**config.mk**
```make
export PLATFORM = sky130hd
export DESIGN_NAME = pacman_sprite_renderer
export DESIGN_NICKNAME = d
export VERILOG_FILES = /design/src/rtl/pacman_sprite_renderer_pkg.sv /design/src/rtl/pacman_sprite_renderer.sv
export SDC_FILE = /design/constraint.sdc
export NUM_CORES = 1
export LEC_CHECK = 0
export BUFFER_PORTS_ARGS = -buffer_cell sky130_fd_sc_hd__clkbuf_2
export CELL_PAD_IN_SITES_DETAIL_PLACEMENT = 1
export CELL_PAD_IN_SITES_GLOBAL_PLACEMENT = 2
export CORE_ASPECT_RATIO = 1.4
export CORE_MARGIN = 2
export CORE_UTILIZATION = 33
export CTS_CLUSTER_SIZE = 16
export DETAILED_ROUTE_END_ITERATION = 10
export GPL_ROUTABILITY_DRIVEN = 0
export PLACE_DENSITY_LB_ADDON = 0.1
export SYNTH_ARGS = -nofsm -noshare
export SYNTH_HDL_FRONTEND = slang
export SYNTH_SLANG_ARGS = --single-unit
```
**constraint.sdc**
```tcl
create_clock -name clk -period 5.55 [get_ports clk]
set_clock_uncertainty 0.1 [all_clocks]
set_input_delay 1.11 -clock clk [delete_from_list [all_inputs] [get_ports clk]]
set_output_delay 1.11 -clock clk [all_outputs]
set_load 0.05 [all_outputs]
```
**src/rtl/pacman_sprite_renderer_pkg.sv**
```systemverilog
// Shared constants and types for the Pac-Man sprite renderer.
// Imported by the renderer and by anything that drives its direction input.
package pacman_sprite_renderer_pkg;

  localparam logic [1:0] DIR_UP    = 2'd0;
  localparam logic [1:0] DIR_LEFT  = 2'd1;
  localparam logic [1:0] DIR_DOWN  = 2'd2;
  localparam logic [1:0] DIR_RIGHT = 2'd3;

  localparam int SPRITE_SIZE = 16;

  typedef enum logic [1:0] {
    IDLE      = 2'd0,
    WAIT_X    = 2'd1,
    DRAW      = 2'd2,
    LINE_DONE = 2'd3
  } state_t;

  // The 9-bit wrap-around difference keeps sprites near the bottom from aliasing onto lines 0..15.
  function automatic logic row_hit(input logic [8:0] line, input logic [7:0] top);
    logic [8:0] diff;
    diff = line - {1'b0, top};
    return diff < 9'(SPRITE_SIZE);
  endfunction

endpackage

```
**src/rtl/pacman_sprite_renderer.sv**
```systemverilog
// 16x16 sprite scan-out: matches the beam against a per-frame shadow position,
// walks an external bitmap ROM one column per pixel and registers the pixel onto gfx.
module pacman_sprite_renderer
  import pacman_sprite_renderer_pkg::*;
#(
  parameter int ANIM_PERIOD = 8,
  parameter int SCREEN_W    = 256
) (
  input  logic       clk,
  input  logic       reset_n,
  input  logic [8:0] hpos,
  input  logic [8:0] vpos,
  input  logic       display_on,
  input  logic [7:0] sprite_x,
  input  logic [7:0] sprite_y,
  input  logic [1:0] direction,
  input  logic       moving,
  output logic       rom_anim,
  output logic [1:0] rom_dir,
  output logic [3:0] rom_y,
  output logic [3:0] rom_x,
  input  logic       rom_bit,
  output logic       gfx,
  output logic       busy
);

  state_t      state_reg, state_next;
  logic [3:0]  col_reg, col_next;
  logic [7:0]  shadow_x_reg, shadow_y_reg;
  logic [1:0]  shadow_dir_reg;
  logic        anim_reg;
  logic [7:0]  count_reg;
  logic        gfx_reg;

  logic        frame_start;
  logic [7:0]  eff_x, eff_y;
  logic [8:0]  row_diff;
  logic        line_active;
  logic        next_line_active;
  logic        start_hit;
  logic        in_draw;
  logic        pixel_visible;

  assign frame_start = (hpos == 9'd0) && (vpos == 9'd0);

  // On the frame-start cycle the shadows are being loaded, so use the incoming values.
  assign eff_x = frame_start ? sprite_x : shadow_x_reg;
  assign eff_y = frame_start ? sprite_y : shadow_y_reg;

  assign row_diff         = vpos - {1'b0, eff_y};
  assign line_active      = row_diff < 9'(SPRITE_SIZE);
  assign next_line_active = row_hit(vpos + 9'd1, shadow_y_reg);

  // gfx is registered, so column 0 must be in DRAW on the cycle where hpos+1 == shadow_x;
  // the entry decision is therefore taken one cycle ahead. shadow_x==0 can never match.
  assign start_hit = ({1'b0, hpos} + 10'd2) == {2'b00, eff_x};

  assign in_draw       = (state_reg == DRAW);
  assign pixel_visible = ({1'b0, hpos} + 10'd1) < 10'(SCREEN_W);

  always_comb begin
    state_next = state_reg;
    col_next   = col_reg;
    if (hpos == 9'd0) begin
      col_next   = 4'd0;
      state_next = line_active ? (start_hit ? DRAW : WAIT_X) : IDLE;
    end else begin
      unique case (state_reg)
        IDLE: state_next = IDLE;
        WAIT_X: begin
          if (start_hit) begin
            state_next = DRAW;
            col_next   = 4'd0;
          end
        end
        DRAW: begin
          if (col_reg == 4'(SPRITE_SIZE - 1)) begin
            state_next = LINE_DONE;
            col_next   = 4'd0;
          end else begin
            col_next = col_reg + 4'd1;
          end
        end
        LINE_DONE: state_next = next_line_active ? WAIT_X : IDLE;
        default:   state_next = IDLE;
      endcase
    end
  end

  always_ff @(posedge clk or negedge reset_n) begin
    if (!reset_n) begin
      state_reg      <= IDLE;
      col_reg        <= 4'd0;
      gfx_reg        <= 1'b0;
      shadow_x_reg   <= 8'd0;
      shadow_y_reg   <= 8'd0;
      shadow_dir_reg <= DIR_UP;
      anim_reg       <= 1'b0;
      count_reg      <= 8'd0;
    end else begin
      state_reg <= state_next;
      col_reg   <= col_next;
      gfx_reg   <= rom_bit & in_draw & display_on & pixel_visible;
      if (frame_start) begin
        shadow_x_reg   <= sprite_x;
        shadow_y_reg   <= sprite_y;
        shadow_dir_reg <= direction;
        if (moving) begin
          if (count_reg == 8'(ANIM_PERIOD - 1)) begin
            count_reg <= 8'd0;
            anim_reg  <= ~anim_reg;
          end else begin
            count_reg <= count_reg + 8'd1;
          end
        end
      end
    end
  end

  assign rom_anim = in_draw & anim_reg;
  assign rom_dir  = in_draw ? shadow_dir_reg : 2'd0;
  assign rom_y    = in_draw ? row_diff[3:0] : 4'd0;
  assign rom_x    = in_draw ? col_reg : 4'd0;
  assign gfx      = gfx_reg;
  assign busy     = in_draw;

endmodule

```
==> results of run 1 <==
[per-stage QoR]
step / util / hold WS, ps
after floorplan: - / 334
after global placement: 0.389 / 353
after detailed placement: 0.389 / 354
after CTS: 0.407 / 366
after global routing: 0.407 / 399
final: 0.407 / 362
[cell type report]
type	instances	area [µm²]	area share
well taps	102	128	0.0382
flip-flops and latches	34	851	0.255
multi-input cells	253	1790	0.537
repair buffers	58	318	0.0952
clock inverters	2	12.5	0.00375
inverters	26	97.6	0.0292
clock buffers	6	139	0.0416
[cells by family after synthesis]
logic type | count (synthesis) | synth area share
simple gates | 133 | 0.245
compound gates | 64 | 0.179
buf+inv | 35 | 0.0576
flops | 34 | 0.303
fa+ha+maj | 26 | 0.118
xor+xnor | 25 | 0.0781
mux | 5 | 0.0187
[critical path: stages]
cell and delay [ps]:
clkbuf_2 110, or4_4 570, or3_4 430, nor2_2 120, nand2_1 60, nand2_1 70, ha_1 180, inv_1 50
a21o_1 160, or2_2 270, a32o_1 300, xnor2_1 150, and2_2 210, buf_12 150
[final timing paths]
kind	endpoint	slack, ps	cells after the start
max in group asynchronous	shadow_x_reg[3]$_DFF_PN0_	3870	1
worst max register to register	state_reg[0]$_DFFE_PN0P_	2340	12
worst min-delay path	anim_reg$_DFFE_PN0P_	360	1
worst min register to register	anim_reg$_DFFE_PN0P_	360	1
min in group asynchronous	shadow_y_reg[4]$_DFF_PN0_	850	1
worst max-delay path	rom_y[3]	390	14
[metal layers]
| metal | wire [µm] | up-vias | GRT usage |
|---|---|---|---|
| li1 | - | 1255 | - |
| met1 | 3130 | 1237 | 0.210 |
| met2 | 4470 | 39 | 0.359 |
| met3 | 246 | 2 | 0.0359 |
| met4 | 44 | 0 | 0.0478 |
| met5 | 0 | - | 0 |
[power by group through the flow]
stage	Combinational [mW]	Sequential, mW	Clock [mW]
2_1_floorplan	0.198	0.283	0
3_3_place_gp	0.280	0.287	0
3_5_place_dp	0.286	0.287	0
4_1_cts	0.287	0.282	0.302
5_1_grt	0.314	0.285	0.314
6_report	0.280	0.283	0.293
[cells in the final DEF (no fill, tap or decap), drive strengths merged, types with 2 or more instances in the layout]
cell type and count:
a31oi 7, clkbuf 58, or4 4, and3 3, inv 26, a221oi 2, a211oi 3, nand4 2
nand3 21, xnor2 13, and2 12, nand3b 2, nor3 10, o311ai 3, dfrtp 34, nor4 3
buf 6, nor2b 6, ha 24, a2111oi 2, o21ai 13, nor2 22, a21oi 13, mux2 2
a21o 6, o211ai 2, mux2i 3, xor2 12, o2111a 2, nand2b 3, nand2 39
==> out/metrics.csv, run 1 <==
stage,metric,value,unit
outcome,status,completed,
floorplan,die_w,81.9,µm
logic_synthesis,syn_inst,322,
logic_synthesis,synth_edf_count,0,
clock_network,htreeDepth,2,
cells_and_area,finalNonFillerCells,481,
job,cap_viol_max_count,0,
placement,portBuffers,53,
logic_synthesis,syn_area,0.00280,mm²
logic_synthesis,synth.distinct_cells,65,
clock_network,root_buffer,clkbuf_16,
floorplan,top_level_ports,54,
timing,slew_viol_final,0,
pwr,ir_worst_vdd,0.119,mV
grt,track_usage,0.190,
timing,worst_pin_slew,974,ps
logic_synthesis,yosysTopAreaCell,dfrtp_1,
timing,hold_violations,0,
timing,fmax,0.194,GHz
timing,setup-tns-final,0,ps
worst_setup_path,worstSetupEndpointType,output port,
floorplan,num_rows,39,
pwr,p_switching,0.310,mW
pwr,clkPwrFrac,0.342,
worst_setup_path,startpoint_type,input port,
drt,drt_wl_total,7.89,mm
timing,post-route-period-util,0.930,
grt,first_global_vias,2771,
worst_setup_path,r2r-start,shadow_y_reg[2]$_DFF_PN0_,
timing,grt_setup_unrepaired,no,
min_path,hold_path_class,reg2reg,
clock_network,cts_resized,0,
pwr,swShare,0.362,
clock_network,cts_setup_buffers,0,
logic_synthesis,synth.avg_cell_area,8.71,µm²
placement,dp_worst_setup_slack,372,ps
logic_synthesis,synth_fp_nets,388,
worst_setup_path,worstPathMaxFanout,6,
drt,final_antenna_net_count,0,
placement,dpl.cell_count,473,
worst_setup_path,setup.worst_path.class,in2out,
drt,via_count,2533,
pwr,p_per_area,256,mW/mm²
grt,grt_overflow_total,0,
clock_network,ctsHoldBuffers,0,
drt,viasPerCell,5.27,
floorplan,start_util,0.342,
logic_synthesis,async_reset_ff_frac,1.00,
cells_and_area,area_growth,19.1,%
floorplan,die_height,113,µm
logic_synthesis,synth_top_area_frac,0.303,
worst_setup_path,crit_start,vpos[5],
worst_setup_path,cp.arrival,3950,ps
floorplan,core-area,0.00820,mm²
grt,antenna_found_initial,0,
grt,grt_max_degree,35,
drt,route.detailed.drc,0,
clock_network,cts_buffer_depth,2,
clock_network,cts-buffers-inserted,5,
logic_synthesis,synth-main-ff-cell,dfrtp_1,
timing,setup_viol,0,
pwr,totalPowerFinal,0.856,mW
pwr,p_seq_frac,0.330,
pwr,combPwrFrac,0.328,
worst_setup_path,cp.required,4340,ps
logic_synthesis,yosys_warnings,0,
clock_network,clkTransAtPathRegs,60,ps
logic_synthesis,ys_ff_latch,34,
timing,fin_ws,388,ps
drt,wl_per_cell,16.4,µm
pwr,leakagePower,1.67,nW
cells_and_area,antenna_cells,0,
pwr,intPower,0.546,mW
logic_synthesis,synth_area_leaders,"dfrtp_1 (30%), ha_1 (11%), nand2_1 (5.2%)",
logic_synthesis,ys_top_cells_by_count,"nand2_1 (39), dfrtp_1 (34), inv_1 (25)",
min_path,hp-start,anim_reg$_DFFE_PN0P_,
floorplan,die_area,0.00926,mm²
cells_and_area,fin_area,0.00334,mm²
timing,min_period,5160,ps
cells_and_area,drive_gt1_frac,0.235,
cells_and_area,fillers,1017,
drt,drtIter0Drc,67,
clock_network,clock-sinks,34,
placement,place_area,0.00319,mm²
clock_network,cts_tree,done,
placement,hpwl,6.14,mm
grt,grt_pass1_wl,13.3,mm
clock_network,clk_latency,290,ps
drt,firstDrtPassIters,4,
logic_synthesis,yosysMostFrequentCell,nand2_1,
timing,relSlewSlack,0.351,
logic_synthesis,yosysSeqAreaShare,0.303,
cells_and_area,nets,444,
No activity file was read; power rests on OpenSTA's default activity.
==> run 2: changes to the inputs <==
--- a/config.mk
+++ b/config.mk
@@ -5,6 +5,7 @@
 export SDC_FILE = /design/constraint.sdc
 export NUM_CORES = 1
 export LEC_CHECK = 0
+export ABC_CLOCK_PERIOD_IN_PS = 5550
 export BUFFER_PORTS_ARGS = -buffer_cell sky130_fd_sc_hd__clkbuf_2
 export CELL_PAD_IN_SITES_DETAIL_PLACEMENT = 1
 export CELL_PAD_IN_SITES_GLOBAL_PLACEMENT = 2
@@ -14,6 +15,7 @@
 export CTS_CLUSTER_SIZE = 16
 export DETAILED_ROUTE_END_ITERATION = 10
 export GPL_ROUTABILITY_DRIVEN = 0
+export MAX_ROUTING_LAYER = met4
 export PLACE_DENSITY_LB_ADDON = 0.1
 export SYNTH_ARGS = -nofsm -noshare
 export SYNTH_HDL_FRONTEND = slang
==> out/metrics.csv, run 2 (synthesis gave the netlist of run 1 again) <==
stage,metric,value,unit,change
placement,place_area,0.00319,mm²,unchanged
clock_network,clock-sinks,34,,unchanged
grt,first_global_vias,2771,,unchanged
drt,viasPerCell,5.26,,about the same
clock_network,clkTransAtPathRegs,60,ps,about the same
cells_and_area,antenna_cells,0,,unchanged
drt,firstDrtPassIters,4,,unchanged
clock_network,ctsHoldBuffers,0,,unchanged
worst_setup_path,slowest_stage,or4_4,,
clock_network,cts_buffer_depth,2,,unchanged
pwr,intPower,0.546,mW,unchanged
timing,setup-tns-final,0,ps,unchanged
floorplan,core-area,0.00820,mm²,unchanged
drt,via_count,2532,,-0.039%
worst_setup_path,critPathMaxStageDelay,570,ps,about the same
worst_setup_path,crit_top_cell,nand2_1,,
pwr,p_per_area,256,mW/mm²,about the same
floorplan,die_w,81.9,µm,unchanged
cells_and_area,nets,444,,unchanged
cells_and_area,final_cell_mix,"clkbuf_2 (52), nand2_1 (39), dfrtp_1 (34), inv_1 (25), ha_1 (24)",,
grt,grt_overflow_total,0,,unchanged
pwr,swShare,0.362,,about the same
timing,hold_violations,0,,unchanged
pwr,ir_worst_vdd,0.119,mV,unchanged
worst_setup_path,cp.buffers_inverters,3,,unchanged
worst_setup_path,worstPathMaxFanout,6,,unchanged
grt,antenna_found_initial,0,,unchanged
job,cap_viol_max_count,0,,unchanged
cells_and_area,finalNonFillerCells,481,,unchanged
placement,dp_worst_setup_slack,372,ps,unchanged
clock_network,cts_setup_buffers,0,,unchanged
clock_network,root_buffer,clkbuf_16,,
drt,drt_wl_total,7.89,mm,about the same
clock_network,cts_tree,done,,
drt,wl_per_cell,16.4,µm,about the same
drt,drtIter0Drc,69,,+3.0%
clock_network,htreeDepth,2,,unchanged
clock_network,cts-buffers-inserted,5,,unchanged
worst_setup_path,worstSetupEndpointType,output port,,
drt,route.detailed.drc,0,,unchanged
worst_setup_path,setup.worst_path.class,in2out,,
placement,portBuffers,53,,unchanged
worst_setup_path,cp.arrival,3950,ps,about the same
floorplan,die_height,113,µm,unchanged
outcome,status,completed,,
cells_and_area,drive_gt1_frac,0.235,,unchanged
timing,slew_viol_final,0,,unchanged
pwr,p_seq_frac,0.330,,about the same
pwr,leakagePower,1.67,nW,unchanged
placement,dpl.cell_count,473,,unchanged
drt,final_antenna_net_count,0,,unchanged
worst_setup_path,critPathTopFamily,simple AND/OR/NAND/NOR gates,,
floorplan,top_level_ports,54,,unchanged
clock_network,clk_latency,290,ps,about the same
floorplan,num_rows,39,,unchanged
timing,relSlewSlack,0.351,,about the same
timing,min_period,5160,ps,-0.0270 ps
clock_network,cts_resized,0,,unchanged
floorplan,start_util,0.342,,unchanged
cells_and_area,final_common_cell,clkbuf_2,,
timing,fin_ws,388,ps,+0.0270 ps
pwr,p_switching,0.310,mW,about the same
pwr,combPwrFrac,0.328,,about the same
timing,grt_setup_unrepaired,no,,
min_path,hold_path_class,reg2reg,,
cells_and_area,fin_area,0.00334,mm²,unchanged
timing,worst_pin_slew,974,ps,+0.0780 ps
worst_setup_path,worstPathCellList,"clkbuf_2, or4_4, or3_4, nor2_2, nand2_1, nand2_1, ha_1, inv_1, a21o_1, or2_2, a32o_1, xnor2_1, and2_2, buf_12",,
floorplan,die_area,0.00926,mm²,unchanged
cells_and_area,area_growth,19.1,%,unchanged
grt,grt_pass1_wl,13.3,mm,about the same
worst_setup_path,cp.required,4340,ps,about the same
grt,track_usage,0.195,,+0.00538
placement,hpwl,6.14,mm,unchanged
timing,setup_viol,0,,unchanged
grt,grt_max_degree,35,,unchanged
timing,fmax,0.194,GHz,about the same
worst_setup_path,startpoint_type,input port,,
timing,post-route-period-util,0.930,,about the same
timing,whs,362,ps,unchanged
pwr,clkPwrFrac,0.342,,about the same
## run 2: cell counts in the layout (fill, tap and decap cells not counted)
Identical to the previous run, type by type.
## run 2: worst reg2reg max path, delay by kind of cell, from the launching register on
family          cells  cell delay [ps]
flops               1              380
buf+inv             1              160
simple gates        4              790
compound gates      4             1010
fa+ha+maj           2              540
xor+xnor            1              150
## run 2: power groups by stage
stage | clock (mW) | sequential [mW] | combinational (mW)
floorplan | 0 | 0.283 | 0.198
global placement | 0 | 0.287 | 0.280
detailed placement | 0 | 0.287 | 0.286
CTS | 0.302 | 0.282 | 0.287
global route | 0.314 | 0.285 | 0.314
finish | 0.293 | 0.283 | 0.281
## run 2: final timing paths
check                           slack, ps                 startpoint  cells past startpoint                         to
worst max-delay path                  390                    vpos[5]                     14                   rom_y[3]
worst min-delay path                  360       anim_reg$_DFFE_PN0P_                      1       anim_reg$_DFFE_PN0P_
worst max register to register       2340  shadow_y_reg[2]$_DFF_PN0_                     12   state_reg[0]$_DFFE_PN0P_
max in group asynchronous            3870                    reset_n                      1  shadow_x_reg[3]$_DFF_PN0_
worst min register to register        360       anim_reg$_DFFE_PN0P_                      1       anim_reg$_DFFE_PN0P_
min in group asynchronous             850                    reset_n                      1  shadow_y_reg[4]$_DFF_PN0_
## run 2: per-layer routing
layer | routed length [µm] | vias to the layer above | global-route usage
met3 | 237 | 2 | 0.0343
li1 | - | 1255 | -
met4 | 46 | 0 | 0.0478
met2 | 4470 | 39 | 0.359
met5 | 0 | - | -
met1 | 3140 | 1236 | 0.211
## run 2: per-stage QoR
stage	utilization	power, mW
2_1_floorplan	-	0.481
6_report	0.407	0.856
3_3_place_gp	0.389	0.567
4_1_cts	0.407	0.872
5_1_grt	0.407	0.913
3_5_place_dp	0.389	0.573
## run 2: layout make-up
type,count,area [µm²]
Multi-Input combinational cell,253,1790
Clock inverter,2,12.5
Timing Repair Buffer,58,318
Inverter,26,97.6
Sequential cell,34,851
Clock buffer,6,139
Tap cell,102,128
Fill cell,1017,4860
==> run 3: changes to the inputs <==
--- a/config.mk
+++ b/config.mk
@@ -12,11 +12,12 @@
 export CORE_ASPECT_RATIO = 1.4
 export CORE_MARGIN = 2
 export CORE_UTILIZATION = 33
+export CTS_CLUSTER_DIAMETER = 200
 export CTS_CLUSTER_SIZE = 16
 export DETAILED_ROUTE_END_ITERATION = 10
 export GPL_ROUTABILITY_DRIVEN = 0
 export MAX_ROUTING_LAYER = met4
-export PLACE_DENSITY_LB_ADDON = 0.1
+export PLACE_DENSITY = 0.9
 export SYNTH_ARGS = -nofsm -noshare
 export SYNTH_HDL_FRONTEND = slang
 export SYNTH_SLANG_ARGS = --single-unit
==> out/metrics.csv, run 3 (synthesis gave the netlist of run 1 again) <==
stage,metric,value,unit,change
outcome,status,completed,,
timing,fmax,0.193,GHz,-0.37%
worst_setup_path,worstSetupEndpointType,output port,,
clock_network,clock-sinks,34,,unchanged
placement,dp_worst_setup_slack,383,ps,+11.9 ps
worst_setup_path,reg2reg_depth,12,,unchanged
pwr,intPower,0.580,mW,+6.1%
worst_setup_path,cp.required,4340,ps,about the same
cells_and_area,final_cell_mix,"clkbuf_2 (52), nand2_1 (39), dfrtp_1 (34), inv_1 (25), ha_1 (24)",,
pwr,ir_worst_vdd,0.103,mV,-14%
grt,first_global_vias,2706,,-2.3%
timing,fin_ws,369,ps,-19.3 ps
pwr,clkPwrFrac,0.371,,+0.029
cells_and_area,postLayoutCoreUtil,0.409,,+0.00229
floorplan,die_area,0.00926,mm²,unchanged
worst_setup_path,setup.worst_path.class,in2out,,
placement,hpwl,5.86,mm,-4.6%
worst_setup_path,cp.buffers_inverters,3,,unchanged
worst_setup_path,cp.arrival,3970,ps,+20 ps
pwr,p_seq_frac,0.318,,-0.012
clock_network,clk_latency,280,ps,about the same
floorplan,die_height,113,µm,unchanged
worst_setup_path,crit_top_cell,nand2_1,,
grt,grt_pass1_wl,12.5,mm,-5.8%
timing,worst_pin_slew,930,ps,-43.5 ps
grt,track_usage,0.180,,-0.0153
grt,antenna_found_initial,0,,unchanged
clock_network,root_buffer,clkbuf_16,,
pwr,combPwrFrac,0.311,,-0.017
drt,via_count,2530,,-0.079%
worst_setup_path,r2r-start,shadow_y_reg[2]$_DFF_PN0_,,
worst_setup_path,startpoint_type,input port,,
worst_setup_path,slowest_stage,or4_4,,
cells_and_area,drive_gt1_frac,0.235,,unchanged
clock_network,clkTransAtPathRegs,60,ps,about the same
worst_setup_path,crit_start,vpos[5],,
worst_setup_path,r2r-end,state_reg[0]$_DFFE_PN0P_,,
clock_network,cts_tree,done,,
worst_setup_path,worstPathMaxFanout,6,,unchanged
floorplan,start_util,0.342,,unchanged
grt,grt_overflow_total,0,,unchanged
clock_network,cts_buffer_depth,2,,unchanged
worst_setup_path,critPathTopFamily,simple AND/OR/NAND/NOR gates,,
drt,firstDrtPassIters,6,,+2
clock_network,htreeDepth,2,,unchanged
cells_and_area,nets,444,,unchanged
timing,post-route-period-util,0.934,,+0.00347
pwr,leakagePower,1.67,nW,+0.19%
drt,wl_per_cell,15.5,µm,-5.3%
clock_network,ctsHoldBuffers,0,,unchanged
timing,hold_violations,0,,unchanged
cells_and_area,final_common_cell,clkbuf_2,,
floorplan,core-area,0.00820,mm²,unchanged
floorplan,die_w,81.9,µm,unchanged
worst_setup_path,critical_path_cell_count,14,,unchanged
drt,drtIter0Drc,80,,+16%
clock_network,cts_resized,0,,unchanged
cells_and_area,antenna_cells,0,,unchanged
job,cap_viol_max_count,0,,unchanged
grt,grt_max_degree,35,,unchanged
floorplan,top_level_ports,54,,unchanged
placement,portBuffers,53,,unchanged
cells_and_area,area_growth,19.7,%,
drt,viasPerCell,5.26,,about the same
clock_network,cts-buffers-inserted,5,,unchanged
drt,drt_wl_total,7.47,mm,-5.3%
timing,grt_setup_unrepaired,no,,
min_path,hold_path_class,reg2reg,,
drt,route.detailed.drc,0,,unchanged
worst_setup_path,crit_end,rom_y[3],,
worst_setup_path,reg2reg_slack,2340,ps,about the same
timing,slew_viol_final,0,,unchanged
floorplan,num_rows,39,,unchanged
timing,setup-tns-final,0,ps,unchanged
worst_setup_path,critPathMaxStageDelay,570,ps,about the same
drt,final_antenna_net_count,0,,unchanged
pwr,p_per_area,264,mW/mm²,+3.0%
pwr,swShare,0.346,,-0.0161
timing,min_period,5180,ps,+19.3 ps
timing,relSlewSlack,0.380,,+0.0290
clock_network,cts_setup_buffers,0,,unchanged
pwr,p_switching,0.306,mW,-1.1%
worst_setup_path,worstPathCellList,"clkbuf_2, or4_4, or3_4, nor2_2, nand2_1, nand2_1, ha_1, inv_1, a21o_1, or2_2, a32o_1, xnor2_1, and2_2, buf_12",,
timing,setup_viol,0,,unchanged
-- run 3: cell types whose count changed in the layout (fill, tap and decap cells not counted) --
cell	change
bufinv_16	+1
clkbuf_8	-1
clkinv_2	-1
clkinvlp_4	+1
-- run 3: cell type report --
cell class,count,area [µm²]
clock inverter,3,45.0
sequential,34,851
timing repair buffer,58,318
tap,102,128
fill,1018,4840
multi-input combinational,253,1790
clock buffer,5,125
inverter,26,97.6
-- run 3: worst min-delay path by stage --
stage	start	to	slack, ps	cells after the start
6_report	anim_reg$_DFFE_PN0P_	anim_reg$_DFFE_PN0P_	360	1
5_1_grt	anim_reg$_DFFE_PN0P_	anim_reg$_DFFE_PN0P_	380	1
4_1_cts	anim_reg$_DFFE_PN0P_	anim_reg$_DFFE_PN0P_	370	1
3_5_place_dp	anim_reg$_DFFE_PN0P_	anim_reg$_DFFE_PN0P_	360	1
3_3_place_gp	shadow_dir_reg[0]$_DFFE_PN0N_	shadow_dir_reg[0]$_DFFE_PN0N_	350	2
2_1_floorplan	anim_reg$_DFFE_PN0P_	anim_reg$_DFFE_PN0P_	330	1
-- run 3: stage by stage --
stage | std cells | instance area, µm² | hold slack, ps | total power, mW
CTS | 481 | 3360 | 371 | 0.896
detailed placement | 473 | 3190 | 359 | 0.565
global route | 481 | 3360 | 384 | 0.938
global placement | 473 | 3190 | 351 | 0.557
finish | 481 | 3360 | 362 | 0.886
floorplan | 322 | 2810 | 334 | 0.481
-- run 3: layer usage --
metal,part of all wire,vias to the layer above,GRT usage
met4,0.024,0,0.0622
met2,0.53,45,0.320
li1,-,1252,-
met5,0,-,-
met1,0.42,1220,0.199
met3,0.031,13,0.0271
-- run 3: power by group through the flow --
stage                     Sequential (mW)  Clock (mW)  Combinational (mW)
final                               0.281       0.329               0.276
after floorplan                     0.283           0               0.198
after global placement              0.286           0               0.272
after global routing                0.284       0.344               0.310
after CTS                           0.282       0.334               0.280
after detailed placement            0.286           0               0.279
